==> src/rtl/vga_sync_monitor.sv <==
// Sink-side VGA sync monitor: locks to incoming hs/vs frame structure,
// regenerates active-area coordinates and reports measured timing.
module vga_sync_monitor #(
    parameter int H_START     = 144,
    parameter int V_START     = 35,
    parameter int H_ACTIVE    = 640,
    parameter int V_ACTIVE    = 480,
    parameter int LOCK_FRAMES = 2,
    parameter int MAX_COUNT   = 2047
) (
    input  logic        clk_i,
    input  logic        reset_i,
    input  logic        pix_ce_i,
    input  logic        hs_i,
    input  logic        vs_i,
    output logic        locked_o,
    output logic        de_o,
    output logic [9:0]  x_o,
    output logic [9:0]  y_o,
    output logic [10:0] line_len_o,
    output logic [10:0] frame_lines_o,
    output logic        err_o
);

    typedef enum logic [1:0] {UNLOCKED, MEASURE, VERIFY, LOCKED} state_t;

    localparam logic [10:0] MAXC = 11'(MAX_COUNT);
    localparam logic [10:0] H0   = 11'(H_START);
    localparam logic [10:0] H1   = 11'(H_START + H_ACTIVE);
    localparam logic [10:0] V0   = 11'(V_START);
    localparam logic [10:0] V1   = 11'(V_START + V_ACTIVE);
    localparam logic [9:0]  HX   = 10'(H_START);
    localparam logic [9:0]  VY   = 10'(V_START);
    localparam logic [3:0]  LF   = 4'(LOCK_FRAMES);

    state_t      state, state_nx;
    logic        hs_q, vs_q, primed, vs_pend, vs_pend_nx;
    logic        len_cap, cap_nx;
    logic [3:0]  match_cnt, cnt_nx;
    logic [10:0] hcnt, vcnt, hcnt_nx, vcnt_nx;
    logic [10:0] hlen, flines, len_nx, lines_nx;
    logic        hfall, vfall, line0, wd, len_bad, frm_bad, err_nx;
    logic        h_in, v_in, de_nx;
    logic [9:0]  x_nx, y_nx;

    // The first strobe after reset only primes the edge detectors.
    assign hfall  = pix_ce_i & primed & hs_q & ~hs_i;
    assign vfall  = pix_ce_i & primed & vs_q & ~vs_i;
    assign line0  = hfall & vs_pend;
    assign hlen   = hcnt + 11'd1;
    assign flines = vcnt + 11'd1;

    always_comb begin
        hcnt_nx = hcnt;
        vcnt_nx = vcnt;
        if (hfall)
            hcnt_nx = '0;
        else if (pix_ce_i && hcnt != MAXC)
            hcnt_nx = hcnt + 11'd1;
        if (line0)
            vcnt_nx = '0;
        else if (hfall && vcnt != MAXC)
            vcnt_nx = vcnt + 11'd1;
    end

    assign vs_pend_nx = vfall | (vs_pend & ~hfall);
    assign wd = pix_ce_i &
                ((hcnt_nx == MAXC && hcnt != MAXC) |
                 (vcnt_nx == MAXC && vcnt != MAXC));
    assign len_bad = hfall & len_cap & (hlen != line_len_o);
    assign frm_bad = line0 & (flines != frame_lines_o);

    always_comb begin
        state_nx = state;
        cnt_nx   = match_cnt;
        cap_nx   = len_cap;
        len_nx   = line_len_o;
        lines_nx = frame_lines_o;
        err_nx   = 1'b0;
        unique case (state)
            UNLOCKED: begin
                if (line0) begin
                    state_nx = MEASURE;
                    cap_nx   = 1'b0;
                end
            end
            MEASURE: begin
                if (hfall && !len_cap) begin
                    len_nx = hlen;
                    cap_nx = 1'b1;
                end else if (len_bad) begin
                    state_nx = UNLOCKED;
                end else if (line0) begin
                    lines_nx = flines;
                    cnt_nx   = '0;
                    state_nx = VERIFY;
                end
            end
            VERIFY: begin
                if (len_bad || frm_bad)
                    state_nx = UNLOCKED;
                else if (line0) begin
                    if (match_cnt + 4'd1 >= LF)
                        state_nx = LOCKED;
                    else
                        cnt_nx = match_cnt + 4'd1;
                end
            end
            LOCKED: begin
                if (len_bad || frm_bad) begin
                    state_nx = UNLOCKED;
                    err_nx   = 1'b1;
                end
            end
        endcase
        if (wd) begin
            state_nx = UNLOCKED;
            err_nx   = (state == LOCKED);
        end
    end

    assign h_in  = (hcnt_nx >= H0) && (hcnt_nx < H1);
    assign v_in  = (vcnt_nx >= V0) && (vcnt_nx < V1);
    assign de_nx = (state_nx == LOCKED) && h_in && v_in;
    assign x_nx  = de_nx ? hcnt_nx[9:0] - HX : '0;
    assign y_nx  = de_nx ? vcnt_nx[9:0] - VY : '0;

    always_ff @(posedge clk_i) begin
        if (reset_i) begin
            state         <= UNLOCKED;
            hs_q          <= 1'b1;
            vs_q          <= 1'b1;
            primed        <= 1'b0;
            vs_pend       <= 1'b0;
            len_cap       <= 1'b0;
            match_cnt     <= '0;
            hcnt          <= '0;
            vcnt          <= '0;
            locked_o      <= 1'b0;
            de_o          <= 1'b0;
            x_o           <= '0;
            y_o           <= '0;
            line_len_o    <= '0;
            frame_lines_o <= '0;
            err_o         <= 1'b0;
        end else begin
            state         <= state_nx;
            len_cap       <= cap_nx;
            match_cnt     <= cnt_nx;
            line_len_o    <= len_nx;
            frame_lines_o <= lines_nx;
            err_o         <= err_nx;
            locked_o      <= (state_nx == LOCKED);
            if (pix_ce_i) begin
                hs_q    <= hs_i;
                vs_q    <= vs_i;
                primed  <= 1'b1;
                vs_pend <= vs_pend_nx;
                hcnt    <= hcnt_nx;
                vcnt    <= vcnt_nx;
                de_o    <= de_nx;
                x_o     <= x_nx;
                y_o     <= y_nx;
            end
        end
    end

endmodule

==> config.mk <==
export PLATFORM = sky130hd
export DESIGN_NAME = vga_sync_monitor
export DESIGN_NICKNAME = d
export VERILOG_FILES = /design/src/rtl/vga_sync_monitor.sv
export SDC_FILE = /design/constraint.sdc
export NUM_CORES = 1
export LEC_CHECK = 0
export CORE_MARGIN = 5
export CORE_UTILIZATION = 55
export CTS_CLUSTER_DIAMETER = 50
export DETAILED_ROUTE_END_ITERATION = 12
export HOLD_SLACK_MARGIN = 0.1
export PLACE_DENSITY = 0.82
export SLEW_MARGIN = 20
export SYNTH_ARGS = -nofsm -noshare
export SYNTH_HDL_FRONTEND = slang
export SYNTH_SLANG_ARGS = --single-unit
export TNS_END_PERCENT = 100
==> constraint.sdc <==
create_clock -name clk_i -period 3.7 [get_ports clk_i]
set_input_delay 0.555 -clock clk_i [delete_from_list [all_inputs] [get_ports clk_i]]
set_output_delay 0.555 -clock clk_i [all_outputs]
set_load 0.01 [all_outputs]
==> run metrics <==
final setup margin 270 ps; die area 11100 um^2; Int Pwr 1.25 mW; area fraction of the dominant cell type after synthesis 0.312; status completed; Clock Power Share 0.398; largest family of logic cells by synthesized area simple AND/OR/NAND/NOR gates; Arrival @ worst endpoint 3680 ps; Avg Inst Size Synth 8.60 um^2; CTS tree built; Post-Syn Nets 594; ys flop type dfxtp_1; placed inst area 5770 um^2; hold slack 478 ps; gpl congestion 0.983; Synth area leaders dfxtp_1 31%, xnor2_1 6.5%, nor2_1 5.0%; CP endpoint kind flop; global-route wire length before repair 23100 um; largest net degree at the start of global routing 50; Max Clock Skew 11.5 ps; worst-margin pin slew 871 ps; Synth Area in XOR/XNOR 0.117; top cell type by total area after synthesis dfxtp_1; Final Hold Vio Count 0; CTS Buffer Depth 2; vias in the first global route 4688; sw frac 0.260; Ant. Diodes 0; remaining antenna violation count 0; via count 4767; Tot Pwr 1.69 mW; Fin Setup TNS 0 ps; register share of total power 0.508; Finished Cell Area 6030 um^2; Cell Count, Final, Fillers Out 771; vias per cell 6.18; crit path time final 3430 ps; P_sw 0.439 mW; CP startpoint kind flop; initial core utilization 0.567; Reg area 1560 um^2; worst setup path category reg -> reg; Slew HR 0.418; Async SR Flop Fraction 0; Placed Instances 751; Post-synth EDFFs 0; worst skew pair latency 360 ps; row cnt 34; maximum VDD drop 0.393 mV; io pins 50; dpl hpwl 10200 um; area share of fa/ha/maj cells after synthesis 0.0220; CTS clock-pin slew for the worst setup and hold paths 90 ps; Detailed Route WL 14200 um; DR pass1 iterations 4; antenna violations before repair 0; TritonCTS Buffers 9; # fillers 709; RSZ-0062 raised after global routing no; Post-Synth Simple-Gate Area 0.233; Compound-Gate Fraction of Synth Area 0.203; H-tree depth 3; multiplexer share of the synthesized area 0.0388; Max Cap Viol 0; Synth Cell Area 5000 um^2; Root Driver clkbuf_8; fin nets 671; Post-Synthesis Cells 581; Slew Limit Fails 0; Comb power frac 0.094; Leakage 2.28 nW; Total GRT Usage 0.254; share of cells above drive strength 1 0.167; DR WL/cell 18.5 um; Power Density 280 nW/um^2; Place WS -293 ps; initial drt markers 369; Yosys warnings 0; core region area 8810 um^2; synthesized flop and latch total 78; Hold/Removal Path Class reg -> reg; area delta synth->final 20.7%; Residual DRC 0; sequential share of the synthesized area 0.312; Max FO, Critical Path 7; Multi-input gate area 3100 um^2; final core utilization 0.685; Final Cycle Share 0.927; CP required 3960 ps; Max Fclk 292 MHz; Die X 105 um; Hold-fix buffers, CTS 0; total global routing overflow 0; Synth cell types 85; Die H 105 um; final setup vio count 0; Sink Count 78; PortBufs 49
==> cell usage after synthesis (5+ instances only) <==
library cell   n
dfxtp_1       78
nor2_1        66
xnor2_1       37
nand2_1       35
inv_1         22
a22o_1        21
clkbuf_1      19
a21oi_1       18
mux2i_1       18
nor3_1        17
o21ai_0       16
xor2_1        14
a211oi_1      13
and2_1        13
nand3_1       12
and3_1        11
buf_2         11
nand4_1       11
a31oi_1       10
ha_1           8
nand2b_1       8
o211ai_1       7
clkbuf_8       6
nor2b_1        6
nand4b_1       5
nor4_1         5
or2_2          5
==> power groups by stage <==
stage               Sequential (mW)  Clock, mW  Combinational (mW)
global placement              0.875          0               0.149
detailed placement            0.876          0               0.151
finish                        0.858      0.671               0.159
CTS                           0.856      0.684               0.153
floorplan                     0.872          0               0.106
global route                  0.859      0.722               0.170
==> cell families after synthesis <==
group,count (synthesis)
simple gates,216
compound gates,135
flops,78
buf+inv,67
xor+xnor,57
mux,19
fa+ha+maj,9
==> final cells by class <==
cell class | count | area share
clock inverter | 6 | 0.0114
timing repair buffer | 110 | 0.156
multi-input combinational | 437 | 0.514
tap | 108 | 0.0224
inverter | 22 | 0.0137
sequential | 78 | 0.259
clock buffer | 10 | 0.0228
==> flip-flops by register name, summed over array words and instances (netlist names), 2 cells and up <==
signal	count
line_len_o	11
state	2
frame_lines_o	11
match_cnt	4
vcnt	11
y_o	10
x_o	10
hcnt	11
==> per-layer routing <==
layer	track usage	wire length [um]
met3	0.0556	1020
met4	0.115	474
met2	0.445	7030
met5	0	0
met1	0.294	5710
==> critical path, cell delays in order (launching register included) <==
cell and delay [ps]:
dfxtp_1 530, and4_1 270, a31oi_1 130, and3_1 250, xnor2_1 120, or2_2 290
inv_1 100, ha_1 150, nand2_1 50, nor3_1 140, nand2_1 70, a21oi_1 130
nand4b_1 130, and3_1 220, nand4_1 250, nor4b_4 80, buf_4 180, a22o_1 220
==> path summary, 6_finish.rpt <==
path                                to  slack, ps     from  cells after the start
worst max register to register  y_o[0]        270  hcnt[5]                     17
worst min-delay path              de_o        480     de_o                      1
worst min register to register    de_o        480     de_o                      1
worst max-delay path            y_o[0]        270  hcnt[5]                     17
==> cell usage in the layout (no fill, tap or decap), types with 4 or more instances in the layout <==
cell,instances
o211ai_1,7
dfxtp_1,77
ha_1,7
and3_1,11
nand4b_1,5
xor2_1,14
a21oi_1,18
mux2i_1,18
nand2b_1,8
nor4_1,5
o21ai_0,16
nor3_1,17
and2_1,13
clkbuf_8,10
nor2b_1,6
o21ai_1,4
buf_4,61
nand2_1,35
nor2_1,65
a22o_1,21
or2_2,5
a211oi_1,13
xnor2_1,37
clkdlybuf4s50_1,48
inv_1,22
a31oi_1,10
nand3_1,12
o311ai_1,4
nand4_1,11
==> what timing repair did <==
action | 4_1_cts | 5_1_grt
cloned | 1 | 0
endpoints found under the setup margin | 20 | 21
gates resized for setup | 1 | 3
buffers inserted | 0 | 3
pin swaps | 1 | 2
No activity file was read; power rests on OpenSTA's default activity.
